$ cat config.mk
export PLATFORM = sky130hd
export DESIGN_NAME = lsu_ctrl_flat
export DESIGN_NICKNAME = d
export VERILOG_FILES = /design/src/rtl/lsu_ctrl_if.sv /design/src/rtl/lsu_ctrl.sv /design/src/flat_wrapper.sv
export SDC_FILE = /design/constraint.sdc
export NUM_CORES = 1
export LEC_CHECK = 0
export BUFFER_PORTS_ARGS = -buffer_cell sky130_fd_sc_hd__buf_2
export CORE_MARGIN = 2
export CORE_UTILIZATION = 49
export CTS_BUF_LIST = sky130_fd_sc_hd__clkbuf_16
export DETAILED_ROUTE_END_ITERATION = 8
export MAX_ROUTING_LAYER = met4
export PLACE_DENSITY = 0.8
export SLEW_MARGIN = 20
export SYNTH_ARGS = -nofsm -noshare
export SYNTH_HDL_FRONTEND = slang
export SYNTH_SLANG_ARGS = --single-unit
$ cat constraint.sdc
create_clock -name clk -period 2 [get_ports clk]
set_input_delay 0.2 -clock clk [delete_from_list [all_inputs] [get_ports clk]]
set_output_delay 0.2 -clock clk [all_outputs]
set_load 0.01 [all_outputs]
$ cat src/rtl/lsu_ctrl_if.sv
// Data-memory bus between the load/store sequencer (master) and memory (slave).
// Handshake: master raises bus_req with stable bus_* fields; slave ends it with bus_ack or bus_err.
interface lsu_ctrl_if #(
   parameter int W = 32
);
   logic         bus_req;
   logic         bus_we;
   logic [W-1:0] bus_addr;
   logic [3:0]   bus_be;
   logic [W-1:0] bus_wdata;
   logic         bus_ack;
   logic [W-1:0] bus_rdata;
   logic         bus_err;

   modport master (
      output bus_req, bus_we, bus_addr, bus_be, bus_wdata,
      input  bus_ack, bus_rdata, bus_err
   );

   modport slave (
      input  bus_req, bus_we, bus_addr, bus_be, bus_wdata,
      output bus_ack, bus_rdata, bus_err
   );
endinterface

$ cat src/rtl/lsu_ctrl.sv
// Load/store sequencer: one req/ack bus transaction per EX-stage memory op,
// stalling the pipeline, aligning load data and flagging misaligned/bus faults.
module lsu_ctrl #(
   parameter int WORD_SIZE      = 32,
   parameter int TIMEOUT_CYCLES = 255,
   parameter int TO_W           = $clog2(TIMEOUT_CYCLES + 1)
) (
   input  logic                 clk,
   input  logic                 rst_n,
   input  logic                 start,
   input  logic                 mem_read,
   input  logic                 mem_write,
   input  logic [1:0]           data_size,
   input  logic                 data_sign,
   input  logic [WORD_SIZE-1:0] addr,
   input  logic [WORD_SIZE-1:0] wdata,
   output logic                 stall,
   output logic                 done,
   output logic [WORD_SIZE-1:0] rdata,
   output logic                 misaligned,
   output logic                 bus_fault,
   output logic [1:0]           dbg_state,
   lsu_ctrl_if.master           bus
);

   typedef enum logic [1:0] {
      S_IDLE   = 2'd0,
      S_ACCESS = 2'd1,
      S_DONE   = 2'd2,
      S_FAULT  = 2'd3
   } state_t;

   localparam int CW = (TO_W < 1) ? 1 : TO_W;
   localparam logic [CW-1:0] TO_LAST = CW'((TIMEOUT_CYCLES > 0) ? TIMEOUT_CYCLES - 1 : 0);

   state_t               r_state;
   state_t               w_next;
   logic [CW-1:0]        r_cnt;
   logic                 r_cause_mis;
   logic [1:0]           r_off;
   logic [1:0]           r_size;
   logic                 r_sign;
   logic [WORD_SIZE-1:0] r_rdata;
   logic                 r_req;
   logic                 r_we;
   logic [WORD_SIZE-1:0] r_addr;
   logic [3:0]           r_be;
   logic [WORD_SIZE-1:0] r_wdata;

   logic                 w_op;
   logic                 w_mis;
   logic                 w_timeout;
   logic [3:0]           w_be;
   logic [WORD_SIZE-1:0] w_wdata;
   logic [7:0]           w_byte;
   logic [15:0]          w_half;
   logic [WORD_SIZE-1:0] w_ld;

   assign w_op  = start & (mem_read | mem_write);
   assign w_mis = (data_size == 2'b11) |
                  ((data_size == 2'b01) & addr[0]) |
                  ((data_size == 2'b10) & (addr[1:0] != 2'b00));
   assign w_timeout = (TIMEOUT_CYCLES != 0) && (r_cnt == TO_LAST);

   always_comb begin
      w_be    = 4'b1111;
      w_wdata = wdata;
      case (data_size)
         2'b00: begin
            w_be    = 4'b0001 << addr[1:0];
            w_wdata = {4{wdata[7:0]}};
         end
         2'b01: begin
            w_be    = 4'b0011 << {addr[1], 1'b0};
            w_wdata = {2{wdata[15:0]}};
         end
         default: begin
            w_be    = 4'b1111;
            w_wdata = wdata;
         end
      endcase
   end

   // Load lane select uses the offset/size/sign latched at issue, not the live inputs.
   always_comb begin
      w_byte = bus.bus_rdata[7:0];
      case (r_off)
         2'd1:    w_byte = bus.bus_rdata[15:8];
         2'd2:    w_byte = bus.bus_rdata[23:16];
         2'd3:    w_byte = bus.bus_rdata[31:24];
         default: w_byte = bus.bus_rdata[7:0];
      endcase
      w_half = r_off[1] ? bus.bus_rdata[31:16] : bus.bus_rdata[15:0];
      w_ld   = bus.bus_rdata;
      case (r_size)
         2'b00:   w_ld = {{24{~r_sign & w_byte[7]}}, w_byte};
         2'b01:   w_ld = {{16{~r_sign & w_half[15]}}, w_half};
         default: w_ld = bus.bus_rdata;
      endcase
   end

   always_comb begin
      w_next = r_state;
      case (r_state)
         S_IDLE: begin
            if (w_op) w_next = w_mis ? S_FAULT : S_ACCESS;
         end
         S_ACCESS: begin
            if (bus.bus_err)      w_next = S_FAULT;
            else if (bus.bus_ack) w_next = S_DONE;
            else if (w_timeout)   w_next = S_FAULT;
         end
         default: w_next = S_IDLE;
      endcase
   end

   always_ff @(posedge clk or negedge rst_n) begin
      if (!rst_n) r_state <= S_IDLE;
      else        r_state <= w_next;
   end

   always_ff @(posedge clk or negedge rst_n) begin
      if (!rst_n) begin
         r_cnt       <= '0;
         r_cause_mis <= 1'b0;
         r_off       <= 2'b00;
         r_size      <= 2'b00;
         r_sign      <= 1'b0;
         r_rdata     <= '0;
         r_req       <= 1'b0;
         r_we        <= 1'b0;
         r_addr      <= '0;
         r_be        <= 4'b0000;
         r_wdata     <= '0;
      end else begin
         r_rdata <= '0;
         case (r_state)
            S_IDLE: begin
               if (w_op) begin
                  if (w_mis) begin
                     r_cause_mis <= 1'b1;
                  end else begin
                     r_off   <= addr[1:0];
                     r_size  <= data_size;
                     r_sign  <= data_sign;
                     r_we    <= mem_write;
                     r_addr  <= {addr[WORD_SIZE-1:2], 2'b00};
                     r_be    <= w_be;
                     r_wdata <= w_wdata;
                     r_req   <= 1'b1;
                     r_cnt   <= '0;
                  end
               end
            end
            S_ACCESS: begin
               if (r_cnt != {CW{1'b1}}) r_cnt <= r_cnt + CW'(1);
               if (w_next != S_ACCESS) r_req <= 1'b0;
               if (w_next == S_FAULT)  r_cause_mis <= 1'b0;
               if (w_next == S_DONE)   r_rdata <= w_ld;
            end
            default: ;
         endcase
      end
   end

   assign stall      = ((r_state == S_IDLE) & w_op) | (r_state == S_ACCESS);
   assign done       = (r_state == S_DONE);
   assign misaligned = (r_state == S_FAULT) & r_cause_mis;
   assign bus_fault  = (r_state == S_FAULT) & ~r_cause_mis;
   assign rdata      = r_rdata;
   assign dbg_state  = r_state;

   assign bus.bus_req   = r_req;
   assign bus.bus_we    = r_we;
   assign bus.bus_addr  = r_addr;
   assign bus.bus_be    = r_be;
   assign bus.bus_wdata = r_wdata;

endmodule
$ cat src/flat_wrapper.sv
// flat-port wrapper written by rule: the top's interface ports become plain ports
module lsu_ctrl_flat 
#(
   parameter int WORD_SIZE      = 32,
   parameter int TIMEOUT_CYCLES = 255,
   parameter int TO_W           = $clog2(TIMEOUT_CYCLES + 1)
)
  (clk, rst_n, start, mem_read, mem_write, data_size, data_sign, addr, wdata, stall, done, rdata, misaligned, bus_fault, dbg_state, bus_bus_req, bus_bus_we, bus_bus_addr, bus_bus_be, bus_bus_wdata, bus_bus_ack, bus_bus_rdata, bus_bus_err);
  lsu_ctrl_if bus_i ();
  input  logic clk;
  input  logic rst_n;
  input  logic start;
  input  logic mem_read;
  input  logic mem_write;
  input  logic [1:0] data_size;
  input  logic data_sign;
  input  logic [WORD_SIZE-1:0] addr;
  input  logic [WORD_SIZE-1:0] wdata;
  output logic stall;
  output logic done;
  output logic [WORD_SIZE-1:0] rdata;
  output logic misaligned;
  output logic bus_fault;
  output logic [1:0] dbg_state;
  output wire logic [$bits(bus_i.bus_req)-1:0] bus_bus_req;
  output wire logic [$bits(bus_i.bus_we)-1:0] bus_bus_we;
  output wire logic [$bits(bus_i.bus_addr)-1:0] bus_bus_addr;
  output wire logic [$bits(bus_i.bus_be)-1:0] bus_bus_be;
  output wire logic [$bits(bus_i.bus_wdata)-1:0] bus_bus_wdata;
  input wire logic [$bits(bus_i.bus_ack)-1:0] bus_bus_ack;
  input wire logic [$bits(bus_i.bus_rdata)-1:0] bus_bus_rdata;
  input wire logic [$bits(bus_i.bus_err)-1:0] bus_bus_err;
  assign bus_bus_req = bus_i.bus_req;
  assign bus_bus_we = bus_i.bus_we;
  assign bus_bus_addr = bus_i.bus_addr;
  assign bus_bus_be = bus_i.bus_be;
  assign bus_bus_wdata = bus_i.bus_wdata;
  assign bus_i.bus_ack = bus_bus_ack;
  assign bus_i.bus_rdata = bus_bus_rdata;
  assign bus_i.bus_err = bus_bus_err;
  lsu_ctrl #(.WORD_SIZE(WORD_SIZE), .TIMEOUT_CYCLES(TIMEOUT_CYCLES), .TO_W(TO_W)) u_core (.clk(clk), .rst_n(rst_n), .start(start), .mem_read(mem_read), .mem_write(mem_write), .data_size(data_size), .data_sign(data_sign), .addr(addr), .wdata(wdata), .stall(stall), .done(done), .rdata(rdata), .misaligned(misaligned), .bus_fault(bus_fault), .dbg_state(dbg_state), .bus(bus_i));
endmodule
==> metrics.md, run 1 <==
| Metric | Value |
|---|---|
| Fmax | `0.540 GHz` |
| Core area | `10800 um^2` |
| Ys Warns | `0` |
| Internal | `6.80 mW` |
| Cell Area, Synth | `5450 um^2` |
| Commonest non-fill, non-tap cell in the layout | `buf_2` |
| Most frequent cells in the layout | `buf_2, dfrtp_1, nand2_1` |
| Clk slew on worst S/H paths | `0.06 ns` |
| Placed cells | `814` |
| Cells after synthesis | `480` |
| Synth cell types | `57` |
| Endpoints failing setup | `0` |
| Predominant post-synthesis flop cell | `dfrtp_1` |
| Crit path DAT | `1.65 ns` |
| Sink Count | `116` |
| PwrDens | `1420 nW/um^2` |
| Detailed-route via count | `4626` |
| Routed WL per cell | `16.7 um` |
| Clock tree from TritonCTS | `built` |
| Dpl hpwl | `10.5 mm` |
| Reg2Reg Depth | `4` |
| Max_cap viols | `0` |
| Clock latency on the worst-skew pair | `0.40 ns` |
| CTS root buffer | `clkbuf_16` |
| H-tree lvl count | `4` |
| Die width | `109 um` |
| Worst endpoint required time | `1.80 ns` |
| Layout Utilization | `67.4%` |
| Final WL | `14.2 mm` |
| Setup TNS | `0 ns` |
| Hold_sp | `addr[20]` |
| Filler cell count | `819` |
| P_leak | `3.84 nW` |
| Initial Util | `50.3%` |
| CP Capture Type | `output port` |
| First-pass GRT wire length | `22.0 mm` |
| Via density | `5.44` |
| Min Clock Period, post-route | `1.85 ns` |
| Tcrit/Tclk final | `92.6%` |
| RSZ-0062 raised after global routing | `false` |
| Routability cong. | `0.890` |
| Pin count of the biggest net entering global routing | `80` |
| Slew @ Worst Pin | `0.576 ns` |
| Pre-Repair DR Iteration Count | `4` |
| Detailed Route Iter0 Violations | `211` |
| Seq/Total Area, Yosys | `53.2%` |
| Worst setup SP type | `flop` |
| DRT antenna net count | `0` |
| Sequential power share | `36.1%` |
| Setup bufs post-CTS | `0` |
| WHS Path Cells | `2` |
| Fin. Hold Viols | `0` |
| Flop2flop setup slack | `0.20 ns` |
| Critical path cell sequence | `o21ai_0 > inv_1 > buf_2` |
| Slowest stage cell, crit path | `o21ai_0` |
| Mean Syn Cell Area | `11.4 um^2` |
| Cts repair resizes | `0` |
| Reg2reg end | `u_core.rdata[0]` |
| N_diodes | `0` |
| Ratio of cells with drive above 1 in the final layout | `42.0%` |
| GRT overflow | `0` |
| Worst Hold Slack | `0.0113 ns` |
| Post-place setup slack | `0.176 ns` |
| FF/Latch Area | `2900 um^2` |
| Total track usage | `25.0%` |
| Post-synth EDFFs | `0` |
| Status | `completed` |
| Worst hold-check path type | `in2reg` |
| Switching portion of total power | `34.7%` |
| Peak VDD IR | `788 uV` |
| Clock share of power | `29.4%` |
| CTS buffer count | `17` |
| # nets final | `805` |
| Vias in the first global route | `4544` |
| Num rows | `38` |
| Max-slew violation count | `0` |
| Hold Path Sink | `u_core.bus.bus_addr[20]` |
| Critical path's largest stage delay | `0.53 ns` |
| Worst Path Max Fanout | `12` |
| Die Footprint | `12000 um^2` |
| CP Class | `reg2out` |
| Multi-input combinational cell area | `2330 um^2` |
| Clock skew | `0.00707 ns` |
| Clk buf depth | `2` |
| Post-synthesis async set-or-reset flop share | `100%` |
| Die Ht | `109 um` |
| Worst reg2reg path startpoint | `u_core.r_off[1]` |
| Port Buffers | `211` |
| Antenna violations before repair | `0` |
| DR DRC count | `0` |
| Setup WS post-layout | `0.148 ns` |
| Layout Area Growth over Synthesis | `34.1%` |
| I/O pin total | `214` |
| Relative slew slack | `60.6%` |
| Non-Filler Instances | `850` |
| Hold_buf cts | `3` |
| Comb pwr share | `34.5%` |
| Net Switching | `3.61 mW` |
| Synth Register Bits | `116` |
==> final cells by class <==
| class | count | share of cell area, % |
|---|---|---|
| clock buffer | 17 | 5.82 |
| tap | 140 | 2.40 |
| sequential | 116 | 39.7 |
| timing repair buffer | 231 | 17.0 |
| multi-input combinational | 316 | 31.8 |
| clock inverter | 15 | 2.46 |
| inverter | 15 | 0.770 |
==> cells in the mapped netlist, types with 4 or more instances <==
cell type  number  share of area (%)
o22ai_1         8               0.92
mux4_2          8                3.3
nand2b_1        5               0.57
mux2_1         21                4.3
o21ai_0        38                3.5
a2111oi_0       8                1.3
a21o_1         18                2.5
clkbuf_1        8               0.55
nand2_1        52                3.6
nor2_1         33                2.3
dfrtp_1       116                 53
mux2_2         25                5.2
buf_1           5               0.34
a221oi_1        8                1.3
inv_1          14               0.96
a21oi_1        12                1.1
buf_2          16                1.5
buf_4           4               0.55
mux2i_1        25                4.6
==> worst max-delay path by stage <==
stage	from	to	slack, ns	cells after the start
6_report	u_core.dbg_state[0]	stall	0.15	3
5_1_grt	u_core.dbg_state[0]	stall	0.05	3
4_1_cts	u_core.dbg_state[0]	stall	0.15	3
3_5_place_dp	u_core.r_off[1]	u_core.rdata[0]	0.18	4
3_3_place_gp	u_core.r_off[1]	u_core.rdata[0]	0.17	4
2_1_floorplan	u_core.dbg_state[0]	u_core.bus.bus_addr[10]	0.33	6
==> cell families after synthesis <==
group,synth area share [%]
adder cells (fa/ha/maj),0.459
XOR/XNOR,0.643
AO/OA/AOI/OAI,13.9
flip-flops,53.2
AND/OR/NAND/NOR,10.2
other,0.0688
multiplexers,17.4
buffers and inverters,4.15
==> critical path, delay by kind of cell (launching register included) <==
kind                   cells  cell delay [ns]
buffers and inverters      2             0.22
AOI/OAI and AO/OA          1             0.53
DFF                        1             0.49
==> per-layer routing <==
layer | vias to the layer above | wire length, um | global-route usage (%)
li1 | 2164 | - | -
met1 | 2197 | 5680 | 28.8
met2 | 244 | 6890 | 40.7
met3 | 21 | 1380 | 6.76
met4 | 0 | 275 | 11.6
met5 | - | 0 | -
==> state kept, by name, summed over array words and instances, names as in the netlist <==
register and count:
u_core.bus.bus_be 4, u_core.r_size 2, u_core.r_cause_mis 1, u_core.bus.bus_req 1, u_core.bus.bus_we 1, u_core.dbg_state 2, u_core.bus.bus_addr 30, u_core.r_cnt 8
u_core.bus.bus_wdata 32, u_core.r_off 2, u_core.rdata 32, u_core.r_sign 1
==> metrics by stage <==
step                instance area, um^2  total power, mW
floorplan                          5460             5.84
finish                             7310             10.4
CTS                                7300             10.5
global route                       7310             11.1
global placement                   6670             7.22
detailed placement                 6670             7.39
==> power by group through the flow <==
stage | logic, mW | registers [mW] | clock network (mW)
3_3_place_gp | 3.50 | 3.73 | 0
4_1_cts | 3.61 | 3.77 | 3.12
5_1_grt | 3.95 | 3.88 | 3.24
3_5_place_dp | 3.60 | 3.79 | 0
2_1_floorplan | 1.79 | 4.06 | 0
6_report | 3.59 | 3.76 | 3.06
No activity file was read; power rests on OpenSTA's default activity.
==> run 2, diff against run 1 <==
- CORE_UTILIZATION: 49 -> 44
- CTS_CLUSTER_SIZE: unset -> 40
- PLACE_DENSITY: 0.8 -> 0.73
==> metrics.md, run 2 (synthesis results as in run 1) <==
| Metric | Value |
|---|---|
| Clock tree from TritonCTS | `built` |
| Design Area, Final | `7400 um^2 (+1.3%)` |
| CP Class | `reg2reg` |
| Ratio of cells with drive above 1 in the final layout | `40.4% (-1.6 points)` |
| I/O pin total | `214 (unchanged)` |
| Via density | `5.21 (-4.3%)` |
| Reg2Reg Depth | `4 (unchanged)` |
| Setup bufs post-CTS | `0 (unchanged)` |
| Met1 Use GR | `27.2% (-1.7 points)` |
| GRT overflow | `0 (unchanged)` |
| Most frequent cells in the layout | `buf_2, dfrtp_1, nand2_1` |
| DR DRC count | `0 (unchanged)` |
| Global route hottest layer | `met2` |
| Routability cong. | `0.889 (-0.15%)` |
| Initial Util | `45.2% (-5.1 points)` |
| Clk slew on worst S/H paths | `0.05 ns (about the same)` |
| Met2 usage | `34.9% (-5.8 points)` |
| Antenna violations before repair | `0 (unchanged)` |
| Endpoints failing setup | `0 (unchanged)` |
| Peak VDD IR | `659 uV (-16%)` |
| Final WL | `14.4 mm (+1.0%)` |
| Worst hold-check path type | `in2reg` |
| Die width | `115 um (+5.3%)` |
| FF/Latch Area | `2900 um^2 (unchanged)` |
| Total track usage | `22.3% (-2.6 points)` |
| Vias in the first global route | `4468 (-1.7%)` |
| Die Ht | `115 um (+5.3%)` |
| Pin count of the biggest net entering global routing | `95 (+19%)` |
| CTS buffer count | `17 (unchanged)` |
| Flop2flop setup slack | `0.24 ns (+0.04 ns)` |
| CTS root buffer | `clkbuf_16` |
| Pre-Repair DR Iteration Count | `6 (+2)` |
| Layout Utilization | `61.4% (-6.1 points)` |
| Fmax | `0.568 GHz (+5.2%)` |
| Final Power | `10.1 mW (-2.7%)` |
| N_diodes | `0 (unchanged)` |
| Setup WS post-layout | `0.239 ns (+0.0910 ns)` |
| Worst reg2reg path startpoint | `u_core.r_off[0]` |
| Met3 Use GR | `6.38% (-0.38 points)` |
| Critical path cell sequence | `buf_4 > mux4_2 > nor2_1 > a2111oi_0` |
| Routed WL per cell | `16.2 um (-3.3%)` |
| Max_cap viols | `0 (unchanged)` |
| Reg2reg end | `u_core.rdata[1]` |
| Detailed-route via count | `4624 (-0.043%)` |
| Filler cell count | `972 (+19%)` |
| PwrDens | `1370 nW/um^2 (-3.9%)` |
| Slowest stage cell, crit path | `a2111oi_0` |
| Clk buf depth | `2 (unchanged)` |
| Multi-input combinational cell area | `2330 um^2 (unchanged)` |
| Clock latency on the worst-skew pair | `0.41 ns (about the same)` |
| Setup TNS | `0 ns (unchanged)` |
| Crit path DAT | `1.99 ns (+0.34 ns)` |
| Num rows | `40 (+5.3%)` |
| WHS Path Cells | `2 (unchanged)` |
| Port Buffers | `211 (unchanged)` |
| Worst setup SP type | `flop` |
| Post-place setup slack | `0.235 ns (+0.0589 ns)` |
| Layout Area Growth over Synthesis | `35.8%` |
| Slew @ Worst Pin | `0.604 ns (+0.0278 ns)` |
| Commonest non-fill, non-tap cell in the layout | `buf_2` |
| Placed inst area | `6690 um^2 (+0.30%)` |
| First-pass GRT wire length | `22.1 mm (+0.72%)` |
| Sink Count | `116 (unchanged)` |
| Dpl hpwl | `10.5 mm (-0.55%)` |
| Max-slew violation count | `0 (unchanged)` |
| # nets final | `816 (+1.4%)` |
| Fin. Hold Viols | `0 (unchanged)` |
| DRT antenna net count | `0 (unchanged)` |
| RSZ-0062 raised after global routing | `false` |
| CP Capture Type | `flop` |
| H-tree lvl count | `4 (unchanged)` |
| Clock skew | `0.0119 ns (+0.00485 ns)` |
| Status | `completed` |
| Relative slew slack | `58.7% (-1.9 points)` |
| Detailed Route Iter0 Violations | `391 (+85%)` |
| Tcrit/Tclk final | `88.1% (-4.6 points)` |
| Worst endpoint required time | `2.23 ns (+0.43 ns)` |
| Critical path's largest stage delay | `0.49 ns (-0.04 ns)` |
| Die Footprint | `13300 um^2 (+11%)` |
| Hold_sp | `addr[13]` |
| Min Clock Period, post-route | `1.76 ns (-0.0910 ns)` |
| Worst Path Max Fanout | `8 (-4)` |
| Hold Path Sink | `u_core.bus.bus_addr[13]` |
| Core area | `12100 um^2 (+11%)` |
| P_leak | `3.88 nW (+0.98%)` |
[run 2: changes by cell type in the layout (fill, tap and decap cells not counted), moves of 2 or more]
cell and delta:
inv_1 +2, buf_4 -2, clkinv_2 +3, clkinv_1 +2, inv_6 -3, clkinvlp_4 -3
dlygate4sd3_1 +13
[run 2: worst max path at each step]
| stage | slack, ns | depth (start not counted) | start | endpoint |
|---|---|---|---|---|
| after CTS | 0.11 | 3 | u_core.dbg_state[0] | stall |
| after global placement | 0.32 | 4 | u_core.r_off[0] | u_core.rdata[30] |
| final | 0.24 | 4 | u_core.r_off[0] | u_core.rdata[1] |
| after global routing | 0.09 | 4 | u_core.dbg_state[0] | u_core.r_cnt[1] |
| after floorplan | 0.33 | 6 | u_core.dbg_state[0] | u_core.bus.bus_addr[10] |
| after detailed placement | 0.23 | 4 | u_core.r_off[0] | u_core.rdata[1] |
[run 2: per-stage QoR]
step,std cells,hold WS (ns)
6_report,888,0.0114
4_1_cts,887,0.0000396
5_1_grt,888,0.000751
2_1_floorplan,481,-0.0956
3_3_place_gp,840,0.0905
3_5_place_dp,840,0.0970
[run 2: area by class of cell]
type | instances | share of cell area (%)
flip-flops and latches | 116 | 39.2
repair buffers | 242 | 18.4
inverters | 15 | 0.761
well taps | 168 | 2.84
clock inverters | 14 | 1.66
multi-input cells | 316 | 31.4
clock buffers | 17 | 5.75
[run 2: worst max-delay path, delay by kind of cell, from the launching register on]
family          cells  cell delay (ns)
compound gates      1             0.49
flops               1             0.48
mux                 1             0.33
simple gates        1             0.04
buf+inv             1             0.23
[run 2: report_power, final]
part           internal (mW)  switching (mW)
registers               3.21           0.525
logic                   1.63            1.93
clock network           1.79            1.04
[run 2: routing by layer]
| metal | part of all wire [%] | up-vias |
|---|---|---|
| met5 | 0 | - |
| met4 | 1.3 | 0 |
| met3 | 7.6 | 21 |
| met2 | 49 | 206 |
| met1 | 42 | 2215 |
| li1 | - | 2182 |
[run 2: repair_timing]
| action | in CTS | in global routing |
|---|---|---|
| endpoints found under the hold margin | 74 | 1 |
| hold buffers | 16 | 1 |
| setup endpoints to repair | 0 | 1 |
| gates resized for setup | 0 | 1 |
==> run 3, diff against run 2 <==
- CTS_BUF_LIST: sky130_fd_sc_hd__clkbuf_16 -> sky130_fd_sc_hd__clkbuf_8
- PLACE_DENSITY: 0.73 -> 0.69
==> metrics.md, run 3 (synthesis results as in run 1) <==
| Metric | Value |
|---|---|
| Status | `completed` |
| Sink Count | `116 (unchanged)` |
| Num rows | `40 (unchanged)` |
| H-tree lvl count | `4 (unchanged)` |
| N_diodes | `0 (unchanged)` |
| DR DRC count | `0 (unchanged)` |
| Crit path DAT | `2.14 ns (+0.15 ns)` |
| Commonest non-fill, non-tap cell in the layout | `buf_2` |
| Switching portion of total power | `36.4% (+1.8 points)` |
| Post-place setup slack | `0.165 ns (-0.0703 ns)` |
| Setup TNS | `0 ns (unchanged)` |
| Worst hold-check path type | `in2reg` |
| Fmax | `0.535 GHz (-5.7%)` |
| Fin. Hold Viols | `0 (unchanged)` |
| Net Switching | `3.42 mW (-2.2%)` |
| Layout Area Growth over Synthesis | `37.6%` |
| Met1 Use GR | `28.2% (+1.0 points)` |
| Max-slew violation count | `0 (unchanged)` |
| PwrDens | `1250 nW/um^2 (-8.4%)` |
| Worst reg2reg path startpoint | `u_core.r_size[1]` |
| CP startpoint | `u_core.r_size[1]` |
| Sequential power share | `40.3% (+3.4 points)` |
| Core area | `12100 um^2 (unchanged)` |
| Met2 usage | `37.6% (+2.7 points)` |
| Hold_sp | `bus_bus_rdata[28]` |
| # nets final | `845 (+3.6%)` |
| Buffers and inverters on the worst path | `1 (unchanged)` |
| Detailed-route via count | `4806 (+3.9%)` |
| Max_cap viols | `0 (unchanged)` |
| Initial Util | `45.2% (unchanged)` |
| Die width | `115 um (unchanged)` |
| Detailed Route Iter0 Violations | `339 (-13%)` |
| Critical path's largest stage delay | `0.56 ns (+0.07 ns)` |
| Vias in the first global route | `4878 (+9.2%)` |
| Design Area, Final | `7500 um^2 (+1.3%)` |
| CP Class | `reg2reg` |
| Hold Path Sink | `u_core.rdata[28]` |
| Routed WL per cell | `16.4 um (+1.4%)` |
| Setup WS post-layout | `0.131 ns (-0.107 ns)` |
| Reg2reg end | `u_core.rdata[0]` |
| CP Capture Type | `flop` |
| GRT overflow | `0 (unchanged)` |
| Internal | `5.99 mW (-9.8%)` |
| Clock share of power | `21.4% (-6.5 points)` |
| Setup bufs post-CTS | `0 (unchanged)` |
| Peak VDD IR | `755 uV (+14%)` |
| Tcrit/Tclk final | `93.4% (+5.4 points)` |
| Routability cong. | `0.928 (+4.4%)` |
| Placed inst area | `6710 um^2 (+0.34%)` |
| Pre-Repair DR Iteration Count | `5 (-1)` |
| Worst Path Max Fanout | `8 (unchanged)` |
| Ratio of cells with drive above 1 in the final layout | `40.0% (-0.44 points)` |
| Flop2flop setup slack | `0.13 ns (-0.11 ns)` |
| Port Buffers | `211 (unchanged)` |
| Slew @ Worst Pin | `0.558 ns (-0.0456 ns)` |
| Slowest stage cell, crit path | `a2111oi_0` |
| Clk slew on worst S/H paths | `0.07 ns (+0.02 ns)` |
| P_leak | `3.92 nW (+1.0%)` |
| Dpl hpwl | `10.6 mm (+1.8%)` |
| Clock tree from TritonCTS | `built` |
| Critical path cell sequence | `clkinv_1 > nand2_1 > o22ai_1 > a2111oi_0` |
| Die Ht | `115 um (unchanged)` |
| Crit path max-delay family | `compound AO/OA/AOI/OAI gates` |
| Met3 Use GR | `6.27% (-0.11 points)` |
| CTS buffer count | `17 (unchanged)` |
| Reg2Reg Depth | `4 (unchanged)` |
| WHS Path Cells | `2 (unchanged)` |
| Layout Utilization | `62.2% (+0.81 points)` |
| I/O pin total | `214 (unchanged)` |
| Pin count of the biggest net entering global routing | `95 (unchanged)` |
| Die Footprint | `13300 um^2 (unchanged)` |
| DRT antenna net count | `0 (unchanged)` |
| CTS root buffer | `clkbuf_8` |
| Global route hottest layer | `met2` |
| Clock skew | `0.00726 ns (-0.00466 ns)` |
| First-pass GRT wire length | `23.4 mm (+5.9%)` |
| Via density | `5.25 (+0.76%)` |
| Worst endpoint required time | `2.27 ns (+0.04 ns)` |
| Clk buf depth | `2 (unchanged)` |
| Min Clock Period, post-route | `1.87 ns (+0.107 ns)` |
| Worst Hold Slack | `0.0420 ns (+0.0306 ns)` |
| Most frequent cells in the layout | `buf_2, dfrtp_1, nand2_1` |
| Total track usage | `23.9% (+1.5 points)` |
| Antenna violations before repair | `0 (unchanged)` |
| Endpoints failing setup | `0 (unchanged)` |
| Worst setup SP type | `flop` |
| Final WL | `15.0 mm (+4.6%)` |
| RSZ-0062 raised after global routing | `false` |
| Relative slew slack | `61.8% (+3.1 points)` |
| Clock latency on the worst-skew pair | `0.43 ns (+0.02 ns)` |
| Comb pwr share | `38.3% (+3.1 points)` |
==> run 3: cell types whose count changed in the layout (fill, tap and decap cells not counted), moves of 3 or more <==
| cell | delta |
|---|---|
| clkinv_1 | -4 |
| clkinv_2 | +5 |
| buf_4 | +3 |
| clkbuf_16 | -17 |
| clkbuf_8 | +18 |
| dlygate4sd3_1 | +26 |
==> run 3: worst max-delay path by stage <==
stage / slack (ns) / end / depth (start not counted)
floorplan: 0.33 / u_core.bus.bus_addr[10] / 6
global placement: 0.25 / u_core.rdata[2] / 4
detailed placement: 0.16 / u_core.rdata[0] / 4
CTS: 0.09 / stall / 3
global route: 0.04 / u_core.rdata[0] / 4
finish: 0.13 / u_core.rdata[0] / 4
==> run 3: routing by layer <==
layer,part of all wire [%],wire length (um),vias up
li1,-,-,2232
met1,42,6240,2297
met2,48,7160,239
met3,8.0,1210,38
met4,2.8,425,0
met5,0,0,-
==> run 3: cell type report <==
class	count	area, um^2
Clock inverter	12	115
Tap cell	168	210
Timing Repair Buffer	271	1640
Sequential cell	116	2900
Fill cell	1006	4560
Inverter	15	56.3
Multi-Input combinational cell	316	2330
Clock buffer	18	248
==> run 3: worst reg2reg max path, stage by stage, from the launching register on <==
cell and delay [ns]:
dfrtp_1 0.52, clkinv_1 0.14, nand2_1 0.31, o22ai_1 0.17, a2111oi_0 0.56
==> run 3: timing repair <==
action	in CTS	in global routing
gates resized for setup	0	1
setup endpoints to repair	0	1
hold buffers	43	0
endpoints found under the hold margin	83	0
==> run 3: stage by stage <==
stage	instances	power (mW)
2_1_floorplan	481	5.84
3_3_place_gp	843	7.22
3_5_place_dp	843	7.38
4_1_cts	916	9.48
5_1_grt	916	10.1
6_report	916	9.40
==> run 3: power by group through the flow <==
stage	sequential [mW]	combinational, mW	clock [mW]
after floorplan	4.06	1.79	0
after global placement	3.76	3.46	0
after detailed placement	3.81	3.57	0
after CTS	3.79	3.63	2.06
after global routing	3.91	3.97	2.17
final	3.79	3.60	2.01
